## src/rtl/rf_set_pkg.sv

```systemverilog
// Shared constants and types for the rf_set register file.
// Provides the default word/address widths, the derived register count,
// and the address/data typedefs used by the register file and its bench.
package rf_set_pkg;

    localparam int RF_DATA_W   = 4;
    localparam int RF_ADDR_W   = 2;
    localparam int RF_NUM_REGS = 2 ** RF_ADDR_W;

    typedef logic [RF_ADDR_W-1:0] rf_addr_t;
    typedef logic [RF_DATA_W-1:0] rf_data_t;

endpackage : rf_set_pkg

```

## src/rtl/rf_read_port.sv

```systemverilog
// Purpose : one combinational read port of the rf_set register file.
// Ports   : regs_i (all stored words), raddr_i -> rdata_o; rst_i/we_i/waddr_i/wdata_i
//           feed the optional write-first bypass (macro RFSET_BYPASS_EN).
// Latency : zero; rdata_o follows raddr_i and the stored words combinationally.
module rf_read_port
    import rf_set_pkg::*;
#(
    parameter int DATA_W   = RF_DATA_W,
    parameter int ADDR_W   = RF_ADDR_W,
    parameter int NUM_REGS = 2 ** ADDR_W
) (
    input  logic [NUM_REGS-1:0][DATA_W-1:0] regs_i,
    input  logic [ADDR_W-1:0]               raddr_i,
    input  logic                            rst_i,
    input  logic                            we_i,
    input  logic [ADDR_W-1:0]               waddr_i,
    input  logic [DATA_W-1:0]               wdata_i,
    output logic [DATA_W-1:0]               rdata_o
);

`ifdef RFSET_BYPASS_EN
    // Write-first: a read that hits the address being written this cycle
    // sees the incoming data immediately. Reset wins so the bypass cannot
    // leak write data while the array is being cleared.
    always_comb begin
        rdata_o = regs_i[raddr_i];
        if (rst_i) begin
            rdata_o = '0;
        end else if (we_i && (raddr_i == waddr_i)) begin
            rdata_o = wdata_i;
        end
    end
`else
    // Stored contents only; reset already holds the array at zero, so the
    // write-port and reset inputs have no effect in this build.
    assign rdata_o = regs_i[raddr_i];

    logic unused_bypass_inputs;
    assign unused_bypass_inputs = ^{rst_i, we_i, waddr_i, wdata_i};
`endif

endmodule : rf_read_port

```

## src/rtl/rf_set.sv

```systemverilog
// Purpose : NUM_REGS x DATA_W register file, one synchronous write port, two async read ports.
// Ports   : clk/reset (async, active-high); RE/WR/WRD write port; RA->A and RB->B read ports.
// Options : define RFSET_BYPASS_EN for write-first bypass on reads (default: no bypass).
module rf_set
    import rf_set_pkg::*;
#(
    parameter int DATA_W = RF_DATA_W,
    parameter int ADDR_W = RF_ADDR_W
) (
    input  logic              clk,
    input  logic              reset,
    input  logic [ADDR_W-1:0] RA,
    input  logic [ADDR_W-1:0] RB,
    input  logic              RE,
    input  logic [ADDR_W-1:0] WR,
    input  logic [DATA_W-1:0] WRD,
    output logic [DATA_W-1:0] A,
    output logic [DATA_W-1:0] B
);

    localparam int NUM_REGS = 2 ** ADDR_W;

    logic [NUM_REGS-1:0][DATA_W-1:0] regs_q;
    logic [NUM_REGS-1:0][DATA_W-1:0] regs_d;

    // Write decode: only the addressed word takes new data, the rest hold.
    always_comb begin
        regs_d = regs_q;
        if (RE) begin
            regs_d[WR] = WRD;
        end
    end

    // Reset clears the whole array without a clock and overrides any write.
    always_ff @(posedge clk or posedge reset) begin
        if (reset) begin
            regs_q <= '0;
        end else begin
            regs_q <= regs_d;
        end
    end

    rf_read_port #(
        .DATA_W   (DATA_W),
        .ADDR_W   (ADDR_W),
        .NUM_REGS (NUM_REGS)
    ) u_port_a (
        .regs_i  (regs_q),
        .raddr_i (RA),
        .rst_i   (reset),
        .we_i    (RE),
        .waddr_i (WR),
        .wdata_i (WRD),
        .rdata_o (A)
    );

    rf_read_port #(
        .DATA_W   (DATA_W),
        .ADDR_W   (ADDR_W),
        .NUM_REGS (NUM_REGS)
    ) u_port_b (
        .regs_i  (regs_q),
        .raddr_i (RB),
        .rst_i   (reset),
        .we_i    (RE),
        .waddr_i (WR),
        .wdata_i (WRD),
        .rdata_o (B)
    );

endmodule : rf_set

```

## config.mk

```make
export PLATFORM = sky130hd
export DESIGN_NAME = rf_set
export DESIGN_NICKNAME = d
export VERILOG_FILES = /design/src/rtl/rf_set_pkg.sv /design/src/rtl/rf_read_port.sv /design/src/rtl/rf_set.sv
export SDC_FILE = /design/constraint.sdc
export NUM_CORES = 1
export LEC_CHECK = 0
export BUFFER_PORTS_ARGS = -buffer_cell sky130_fd_sc_hd__buf_2
export CAP_MARGIN = 20
export CORE_MARGIN = 2
export CORE_UTILIZATION = 35
export CTS_BUF_LIST = sky130_fd_sc_hd__clkbuf_8
export CTS_CLUSTER_DIAMETER = 80
export DETAILED_ROUTE_END_ITERATION = 8
export SLEW_MARGIN = 5
export SYNTH_ARGS = -nofsm -noshare
export SYNTH_HDL_FRONTEND = slang
export SYNTH_SLANG_ARGS = --single-unit
```

## constraint.sdc

```tcl
create_clock -name clk -period 0.8 [get_ports clk]
set_input_delay 0.08 -clock clk [delete_from_list [all_inputs] [get_ports clk]]
set_output_delay 0.08 -clock clk [all_outputs]
set_load 0.05 [all_outputs]
```

==> insert_results.sql <==
INSERT INTO impl_metrics (metric_group, metric, value, unit) VALUES
('die', 'core_area', '0.00219', 'mm^2'),
('critical_path', 'required_time_of_the_critical_path', '0.72', 'ns'),
('timing', 'report.final.hold_viol_count', '0', ''),
('critical_path', 'regToRegEndpoint', 'regs_q[5]', ''),
('timing', 'fin_crit', '1.39', 'ns'),
('power_and_ir_drop', 'power_leakage', '0.475', 'nW'),
('logic_synthesis', 'combined_area_of_all_synthesized_cells', '803', 'um^2'),
('global_route', 'gr-total-overflow', '0', ''),
('logic_synthesis', 'ys_seq_elements', '16', ''),
('critical_path', 'ff2ff_path_depth', '1', ''),
('logic_synthesis', 'ys.warnings.count', '0', ''),
('critical_path', 'criticalPathCategory', 'reg2out', ''),
('clock_tree', 'cts_made_buffers', '3', ''),
('global_route', 'grt_pass1_vias', '516', ''),
('final_layout', 'largest_register_ff_count', '16', ''),
('outcome', 'status', 'complete, but fails checks', ''),
('global_route', 'antenna_found_initial', '0', ''),
('clock_tree', 'tritoncts_num_sinks', '16', ''),
('placed_design', 'gp_weighted_congestion', '0.719', ''),
('logic_synthesis', 'netlist-cell-type-count', '7', ''),
('logic_synthesis', 'synthesized_nets', '58', ''),
('power_and_ir_drop', 'p_per_area', '2570', 'mW/mm^2'),
('final_layout', 'finalNetCount', '89', ''),
('die', 'placementRows', '17', ''),
('routing', 'drt_iter0_drc', '10', ''),
('clock_tree', 'clockBufferDepth', '2', ''),
('critical_path', 'crit_path_max_incr_delay', '0.50', 'ns'),
('final_layout', 'largest-register', 'regs_q', ''),
('timing', 'finalCritPeriodShare', '174', '%'),
('critical_path', 'regToRegSetupSlack', '0.03', 'ns'),
('critical_path', 'timing.critical_path.fanout_max', '3', ''),
('critical_path', 'r2r_start', 'regs_q[5]', ''),
('die', 'ioPinCount', '21', ''),
('die', 'die_height', '51.9', 'um'),
('logic_synthesis', 'syn_area_per_cell', '17.9', 'um^2'),
('routing', 'drtPass1Iterations', '4', ''),
('timing', 'grt_setup_unrepaired', 'yes', ''),
('routing', 'wire_per_inst', '16.4', 'um'),
('global_route', 'groute.usage.overall', '13.9', '%'),
('timing', 'transition_time_at_the_pin_with_the_least_slew_margin', '0.293', 'ns'),
('placed_design', 'port_buffers', '20', ''),
('placed_design', 'hpwl_dp', '1.23', 'mm'),
('clock_tree', 'setup_fix_bufs_post_cts', '0', ''),
('critical_path', 'setup.worst_path.start_class', 'flip-flop', ''),
('timing', 'drv_slew', '0', ''),
('timing', 'setup_viol', '8', ''),
('timing', 'holdWs', '0.116', 'ns'),
('critical_path', 'worst_setup_path_end_kind', 'output port', ''),
('routing', 'dr_total_vias', '547', ''),
('clock_tree', 'insertion_delay', '0.24', 'ns'),
('power_and_ir_drop', 'irDropWorstVdd', '1.20', 'mV'),
('routing', 'postRouteAntennaNets', '0', ''),
('power_and_ir_drop', 'finalPower', '2.81', 'mW'),
('clock_tree', 'ctsHtreeMaxLevel', '1', ''),
('timing', 'aggregate_negative_setup_slack', '-4.47', 'ns'),
('routing', 'drt_total_wl', '1.69', 'mm'),
('clock_tree', 'clock_tree_from_tritoncts', 'done', ''),
('final_layout', 'postLayoutCoreUtil', '49.8', '%'),
('outcome', 'failed_checks', 'negative setup slack', ''),
('final_layout', 'most-common-layout-cells', '16 x sky130_fd_sc_hd__mux2_2, 16 x sky130_fd_sc_hd__dfrtp_1, 12 x sky130_fd_sc_hd__buf_2, 8 x sky130_fd_sc_hd__mux4_2, 8 x sky130_fd_sc_hd__buf_6', ''),
('die', 'die-area', '0.00269', 'mm^2'),
('critical_path', 'endpoint', 'A[1]', ''),
('run', 'number_of_violations_of_the_max_capacitance_limit', '0', ''),
('clock_tree', 'clk_root_buffer_cell', 'sky130_fd_sc_hd__clkbuf_8', ''),
('clock_tree', 'clk_transition_reported_paths', '0.07', 'ns'),
('logic_synthesis', 'postSynthCellCount', '45', ''),
('logic_synthesis', 'yosysSeqAreaShare', '49.8', '%'),
('timing', 'fin_skew', '0', 'ns'),
('die', 'initial_core_util', '36.7', '%'),
('timing', 'least_setup_slack_across_all_paths_after_layout', '-0.593', 'ns'),
('global_route', 'first_pass_grt_wire_length', '2.55', 'mm');
## worst min path at each step
| stage | depth (start not counted) | start | endpoint | slack [ns] |
|---|---|---|---|---|
| 3_3_place_gp | 3 | reset | regs_q[15] | 0.09 |
| 4_1_cts | 2 | WRD[0] | regs_q[0] | 0.11 |
| 6_report | 2 | WRD[2] | regs_q[6] | 0.12 |
| 3_5_place_dp | 3 | reset | regs_q[15] | 0.10 |
| 5_1_grt | 2 | WRD[0] | regs_q[0] | 0.11 |
| 2_1_floorplan | 1 | reset | regs_q[0] | -0.006 |
## critical path: cells and delay by family, from the launching register on
kind,cells,cell delay (ns)
flip-flops,1,0.39
buffers and inverters,1,0.17
multiplexers,1,0.50
## area by class of cell
| class | instances | area (um^2) |
|---|---|---|
| fill | 189 | 1100 |
| clock buffer | 4 | 55.1 |
| timing repair buffer | 26 | 198 |
| multi-input combinational | 28 | 399 |
| tap | 28 | 35.0 |
| sequential | 16 | 400 |
| inverter | 1 | 3.75 |
## logic make-up (layout without fill, tap and decap cells)
logic type,Yosys count,after routing,share of synthesized area (%)
mux,24,24,44.9
simple gates,4,4,4.83
flops,16,16,49.8
buf+inv,1,31,0.467
## through the flow
step / setup slack, ns / std cells / instance area (um^2)
floorplan: -0.262 / 45 / 803
global placement: -0.342 / 98 / 976
detailed placement: -0.343 / 98 / 976
CTS: -0.583 / 103 / 1090
global route: -0.625 / 103 / 1090
finish: -0.593 / 103 / 1090
## timing repair
| action | in CTS | in global routing |
|---|---|---|
| gates cloned | 0 | 0 |
| gates resized for setup | 16 | 0 |
| hold endpoints to repair | 16 | 0 |
| endpoints found under the setup margin | 8 | 8 |
| hold buffers | 1 | 0 |
## power breakdown
group	switching (mW)	internal, mW	total (mW)
Clock	0.266	0.436	0.702
Combinational	0.550	0.493	1.04
Sequential	0.0982	0.964	1.06
## synth_stat cells (all sizes together)
master | number | area (um^2)
nand3b | 2 | 15.0
nand3 | 1 | 5.00
inv | 1 | 3.75
dfrtp | 16 | 400
mux4 | 8 | 180
mux2 | 16 | 180
nor3b | 1 | 18.8
## metal layers
layer | track usage, % | wire, um | up-vias
met5 | 0 | 0 | -
met4 | 6.58 | 14 | 0
met3 | 2.87 | 93 | 2
met2 | 20.7 | 830 | 20
met1 | 19.3 | 749 | 281
li1 | - | - | 244
(Power assumes the default switching activity.)
